[config.mk]
export PLATFORM = sky130hd
export DESIGN_NAME = bcd_down_counter
export DESIGN_NICKNAME = d
export VERILOG_FILES = /design/src/rtl/counter_pkg.sv /design/src/rtl/bcd_down_digit.sv /design/src/rtl/bcd_down_counter.sv
export SDC_FILE = /design/constraint.sdc
export NUM_CORES = 1
export LEC_CHECK = 0
export ABC_AREA = 1
export CAP_MARGIN = 20
export CORE_MARGIN = 8
export CORE_UTILIZATION = 45
export DETAILED_ROUTE_END_ITERATION = 16
export GPL_ROUTABILITY_DRIVEN = 0
export GPL_TIMING_DRIVEN = 0
export PLACE_DENSITY = 0.81
export SLEW_MARGIN = 10
export SYNTH_ARGS = -nofsm -noshare
export SYNTH_HDL_FRONTEND = slang
export SYNTH_SLANG_ARGS = --single-unit
[constraint.sdc]
create_clock -name clk -period 2.2 [get_ports clk]
set_clock_uncertainty 0.1 [all_clocks]
set_input_delay 0.44 -clock clk [delete_from_list [all_inputs] [get_ports clk]]
set_output_delay 0.44 -clock clk [all_outputs]
set_load 0.03 [all_outputs]
[src/rtl/counter_pkg.sv]
`default_nettype none
// ============================================================================
//  Package     : counter_pkg
//  Description : Shared BCD constants and the per-nibble clamp helper used by
//                the BCD down counter and its decade sub-module.
//  Revision    : 1.0  initial release
// ============================================================================
package counter_pkg;

    localparam logic [3:0] BCD_MAX  = 4'd9;
    localparam logic [3:0] BCD_ZERO = 4'd0;

    // Any nibble above 9 (A..F) becomes 9, so a bad load value can never
    // push a digit out of the BCD range.
    function automatic logic [3:0] bcd_clamp(input logic [3:0] nib);
        return (nib > BCD_MAX) ? BCD_MAX : nib;
    endfunction

endpackage : counter_pkg
`default_nettype wire

[src/rtl/bcd_down_digit.sv]
`default_nettype none
// ============================================================================
//  Module      : bcd_down_digit
//  Description : One MOD-10 decade that counts down. It decrements on a borrow
//                and wraps from 0 to 9. A load takes priority over the borrow.
//  Ports       : clk        system clock
//                rst        asynchronous active-high reset (q -> 0)
//                load       synchronous load of clamp(d)
//                d[3:0]     load nibble (A..F are clamped to 9)
//                borrow_in  decrement request for this decade
//                q[3:0]     current digit
//                is_zero    high when q == 0
//  Revision    : 1.0  initial release
// ============================================================================
module bcd_down_digit
    import counter_pkg::*;
(
    input  logic       clk,
    input  logic       rst,
    input  logic       load,
    input  logic [3:0] d,
    input  logic       borrow_in,
    output logic [3:0] q,
    output logic       is_zero
);

    always_ff @(posedge clk or posedge rst) begin
        if (rst) begin
            q <= BCD_ZERO;
        end else if (load) begin
            q <= bcd_clamp(d);
        end else if (borrow_in) begin
            q <= (q == BCD_ZERO) ? BCD_MAX : (q - 4'd1);
        end
    end

    assign is_zero = (q == BCD_ZERO);

endmodule : bcd_down_digit
`default_nettype wire

[src/rtl/bcd_down_counter.sv]
`default_nettype none
// ============================================================================
//  Module      : bcd_down_counter
//  Description : Cascadable multi-digit BCD down counter with load, enable,
//                wrap / one-shot stop mode and a borrow output for chaining.
//  Ports       : clk         system clock
//                rst         asynchronous active-high reset
//                en          count enable
//                load        synchronous load of d (priority over en)
//                d           load value, BCD, digit 0 in [3:0]
//                one_shot    0 = wrap 0..0 -> 9..9, 1 = stop at 0..0
//                q           current count, BCD, digit 0 in [3:0]
//                zero        all digits of q are 0
//                borrow_out  en & zero & ~done (enable of next instance)
//                done        sticky one-shot completion flag
//  Revision    : 1.0  initial release
// ============================================================================
module bcd_down_counter
    import counter_pkg::*;
#(
    parameter int DIGITS = 2
) (
    input  logic                  clk,
    input  logic                  rst,
    input  logic                  en,
    input  logic                  load,
    input  logic [4*DIGITS-1:0]   d,
    input  logic                  one_shot,
    output logic [4*DIGITS-1:0]   q,
    output logic                  zero,
    output logic                  borrow_out,
    output logic                  done
);

    logic [DIGITS-1:0] digit_zero;
    logic [DIGITS-1:0] borrow_in;
    // lower_zero[k] is high when every digit below k is zero; the top entry
    // therefore covers the whole count.
    logic [DIGITS:0]   lower_zero;
    logic              count_ok;

    // In one-shot mode a count of 0..0 freezes: no digit may borrow.
    assign count_ok      = en & ~(one_shot & zero);
    assign lower_zero[0] = 1'b1;
    assign zero          = lower_zero[DIGITS];
    assign borrow_out    = en & zero & ~done;

    generate
        for (genvar k = 0; k < DIGITS; k++) begin : g_digit
            assign lower_zero[k+1] = lower_zero[k] & digit_zero[k];
            assign borrow_in[k]    = count_ok & lower_zero[k];

            bcd_down_digit u_digit (
                .clk       (clk),
                .rst       (rst),
                .load      (load),
                .d         (d[4*k +: 4]),
                .borrow_in (borrow_in[k]),
                .q         (q[4*k +: 4]),
                .is_zero   (digit_zero[k])
            );
        end
    endgenerate

    // done only sets in one-shot mode and is cleared solely by load or rst;
    // switching back to wrap mode leaves it set.
    always_ff @(posedge clk or posedge rst) begin
        if (rst) begin
            done <= 1'b0;
        end else if (load) begin
            done <= 1'b0;
        end else if (en & zero & one_shot) begin
            done <= 1'b1;
        end
    end

endmodule : bcd_down_counter
`default_nettype wire

## Word level (Yosys, flattened, before mapping)

Cells that the tools add are included.

- Register bits after elaboration: 9
- Bits of input ports: 13
- Word-level logic and storage cells: 31

- Add/subtract/negate cells: 2
- $lt $le $gt $ge: 2
- Muxes and demuxes: 10
- Bitwise gates (word level): 9
- Reductions and logical operators: 5

Operator list:

| operator | number |
|---|---|
| $mux W4 | 8 |
| $gt A4 B4 Y1 const B | 2 |
| $logic_not A4 Y1 | 2 |
| $sub A4 B1 Y4 const B | 2 |
| $and A1 B1 Y1 | 7 |
| $reduce_bool A2 Y1 | 3 |
| $mux W1 | 2 |
| $not A1 Y1 | 2 |

## Depth between registers and ports, before layout

- Depth after elaboration: 8
- Depth in mapped cells: 8
- Gate-level depth less buffers: 8

## By module

Synthesis repeated with hierarchy kept, for this count alone.

- Cells, all modules: 94
- Area total of the unflattened synthesis: 655.6 sq um

Modules (own cells, without submodules):

| module | times used | cells each | area an instance (sq um) | seq. area each (sq um) |
|---|---|---|---|---|
| bcd_down_digit | 2 | 40 | 284.0 | 100.1 |
| bcd_down_counter | 1 | 14 | 87.6 | 25.0 |

## Worst setup path after synthesis

No wires, ideal clock.

- Path type: reg2out
- From: reg g_digit[0].u_digit.q[0]
- To: out borrow_out
- Data arrival time: 1.569 ns
- Required time: 1.660 ns
- Slack: 0.091 ns
- Cell stages (with the launch flop): 6
- Buffers on the path: 0
- Path through: dfrtp_1 nor2_4 nand2_4 nor2_4 nand2_1 nor2_1

- Cells in the longest elaborated chain, start to end: 4

RTL lines:

| what | RTL line | text |
|---|---|---|
| start, declared | bcd_down_digit.sv:23 | `output logic [3:0] q,` |
| start signal, assigned | bcd_down_digit.sv:31 | `q <= bcd_clamp(d);` |
| start signal, assigned | bcd_down_digit.sv:33 | `q <= (q == BCD_ZERO) ? BCD_MAX : (q - 4'd1);` |
| $logic_not A4 Y1 | bcd_down_digit.sv:37 | `assign is_zero = (q == BCD_ZERO);` |
| $and A1 B1 Y1 | bcd_down_counter.sv:50 | `assign lower_zero[k+1] = lower_zero[k] & digit_zero[k];` |
| via zero | bcd_down_counter.sv:30 | `output logic zero,` |
| $and A1 B1 Y1 (2 in a row) | bcd_down_counter.sv:46 | `assign borrow_out = en & zero & ~done;` |
| end, declared | bcd_down_counter.sv:31 | `output logic borrow_out,` |

The timed path passes the listed nets, and every way through them passes these cells.

## Final worst setup path

- From: reg g_digit[0].u_digit.q[0]
- To: out zero

- Cells in the longest elaborated chain, start to end: 2

RTL lines:

| what | RTL line |
|---|---|
| $logic_not A4 Y1 | bcd_down_digit.sv:37 |
| $and A1 B1 Y1 | bcd_down_counter.sv:50 |
| end, declared | bcd_down_counter.sv:30 |

Every way passes these cells.

==> flow_metrics.py <==
metrics = {
    "clocking": {
        "cts_sinks": 9,
        "h-tree-depth": 1,
        "insertion_delay_ns": 0.25,
        "clkSlewWorstSetupHoldPaths_ns": 0.05,
        "cell_at_the_root_of_the_clock_tree": "clkbuf_4",
        "cts_setup_buffers": 0,
        "cts_made_buffers": 3,
        "clock_tree.buffer_depth": 2,
        "tritoncts": "done",
    },
    "timing": {
        "finalHoldViolCount": 0,
        "min_period_over_period_pct": 93.4,
        "timing.max_slew.rel_slack_pct": 76.3,
        "post-route-worst-setup-slack_ns": 0.146,
        "layout_min_cycle_time_ns": 2.05,
        "setup_violations_final": 0,
        "worst_slew_pin_slew_ns": 0.354,
        "fin_tns_setup_ns": 0,
        "fin_hold_ws_ns": 0.338,
        "max_slew_violation_count": 0,
        "rsz0062_at_grt": "false",
        "fmax_mhz": 487,
    },
    "synth": {
        "synth.area.top_cells": "dfrtp_1 35%, nand2_1 16%, nand3_1 7.8%",
        "netlist.area_leader.share_pct": 35.0,
        "number_of_synthesis_warnings": 0,
        "netlist_area_before_placement_um2": 644,
        "postSynthCellCount": 87,
        "synth_edf_count": 0,
        "most_frequent_cell_after_synthesis": "nand2_1",
        "synthDominantAreaCellType": "dfrtp_1",
        "synth_seq_area_share_pct": 35.0,
        "synth.net_count": 100,
        "yosysUniqueCellTypes": 19,
        "async_reset_ff_share_pct": 100,
        "synth_area_per_cell_um2": 7.41,
        "synth.cells.most_frequent": "27 x nand2_1, 10 x nand3_1, 9 x dfrtp_1, 9 x nor2_1, 5 x inv_1",
        "dominantRegCellSynth": "dfrtp_1",
        "ys_seq_elements": 9,
    },
    "die": {
        "height_of_the_die_um": 53.8,
        "fp-row-count": 13,
        "fp.dieW_um": 53.8,
        "die_area_um2": 2900,
        "start_util_pct": 48.9,
        "design.core.area_um2": 1320,
        "io-pin-count": 24,
    },
    "route": {
        "drt_first_pass_iters": 4,
        "wire_per_inst_um": 12.8,
        "drcViolationCount": 0,
        "initialDrtViolationCount": 7,
        "post_drt_via_cell_ratio": 5.05,
        "drt-total-wl_um": 1650,
        "overall_via_count_from_detail_route": 651,
        "final_antenna_net_count": 0,
    },
    "global_routing": {
        "first_pass_grt_wire_length_um": 2640,
        "grt_start_max_net_pins": 11,
        "grt_pass1_vias": 631,
        "antenna_violations_before_repair": 0,
        "grt_use_total_pct": 12.0,
        "congestion_overflow_gr": 0,
    },
    "layout": {
        "fin_cells": 129,
        "final_layout_size_suffix_gt1_share_pct": 16.7,
        "num-fill-cells": 117,
        "flow.area_growth_from_synthesis_pct": 42.1,
        "insertedDiodeCount": 0,
        "fin_nets": 128,
    },
    "power": {
        "post-layout-total-power_mw": 0.706,
        "power_density_nw_per_um2": 770,
        "vdd.ir_drop.worst_mv": 0.529,
        "static-leakage-power_nw": 0.433,
    },
    "job": {
        "max-cap-violations": 0,
    },
    "place": {
        "post_place_worst_slack_ns": -0.284,
        "dpl.cell_count": 125,
        "dp_hpwl_um": 1410,
        "io_buffers": 23,
    },
    "setup_path": {
        "type_of_the_worst_setup_path": "reg2out",
        "crit_required_ns": 1.66,
        "timing.critical_path.to_type": "output port",
        "worst_r2r_path_depth": 6,
        "critical_path.startpoint_type": "flip-flop",
        "cp_data_arrival_time_ns": 1.51,
        "crit_path_max_fanout": 5,
    },
    "min_path": {
        "timing.hold.worst.class": "in2async",
    },
    "outcome": {
        "status": "finished, final reports clean",
    },
}
==> power breakdown <==
part | switching (mW) | internal (mW)
clock network | 0.0480 | 0.0693
registers | 0.0485 | 0.198
logic | 0.202 | 0.140
total | 0.298 | 0.407
==> metal layers <==
| layer | vias up | global-route usage, % | share of wire, % |
|---|---|---|---|
| met5 | - | 0 | 0 |
| met4 | 0 | 7.98 | 3.1 |
| met3 | 4 | 2.20 | 6.5 |
| met2 | 21 | 19.1 | 46 |
| met1 | 291 | 14.5 | 44 |
| li1 | 335 | - | - |
==> timing repair <==
item,4_1_cts,5_1_grt
gates resized for setup,4,3
pin swaps,0,0
hold buffers,0,0
setup endpoints to repair,2,1
==> stage by stage <==
stage / instance area (um2) / utilization (%)
2_1_floorplan: 644 / -
5_1_grt: 916 / 69.5
4_1_cts: 920 / 69.8
6_report: 916 / 69.5
3_3_place_gp: 893 / 67.8
3_5_place_dp: 893 / 67.8
==> cells in the final DEF (no fill, tap or decap) <==
cell	instances
a21oi_1	2
a22oi_1	2
buf_2	2
buf_4	1
clkbuf_1	1
clkbuf_4	3
clkdlybuf4s50_1	21
dfrtp_1	9
dlygate4sd2_1	1
inv_1	5
inv_2	1
nand2_1	27
nand2_2	3
nand2_4	3
nand3_1	10
nor2_1	8
nor2_2	2
nor2_4	3
o211ai_1	2
o211ai_4	1
o21a_1	1
o21ai_0	4
xor2_1	2
==> final timing paths <==
kind | to | startpoint | slack (ns)
min reg2reg | done | done | 0.43
max reg2reg | g_digit[1].u_digit.q[1] | g_digit[1].u_digit.q[0] | 0.79
min in group clk | done | done | 0.43
max in group asynchronous | g_digit[1].u_digit.q[3] | rst | 1.43
min | g_digit[0].u_digit.q[2] | rst | 0.34
max | zero | g_digit[0].u_digit.q[0] | 0.15
==> critical path, stage by stage, from the launching register on <==
cell	delay [ns]
dfrtp_1	0.44
nor2_4	0.19
nand2_4	0.08
nor2_4	0.13
dlygate4sd2_1	0.41
==> registers in the layout (all words and copies together) (netlist names) <==
signal and count:
g_digit.u_digit.q 8, done 1
==> logic make-up after synthesis <==
logic type      Yosys count  synth area share [%]
simple gates             56                  43.1
flops                     9                  35.0
compound gates           12                  13.8
xor+xnor                  2                  2.72
buf+inv                   8                  5.44
==> final cells by class <==
| type | count | area, um2 | share of cell area (%) |
|---|---|---|---|
| plain buffers | 2 | 12.5 | 1.37 |
| clock buffers | 4 | 26.3 | 2.87 |
| repair buffers | 23 | 224 | 24.5 |
| inverters | 6 | 22.5 | 2.46 |
| multi-input cells | 70 | 387 | 42.2 |
| well taps | 15 | 18.8 | 2.05 |
| flip-flops and latches | 9 | 225 | 24.6 |
Power figures use the tool's default switching activity.
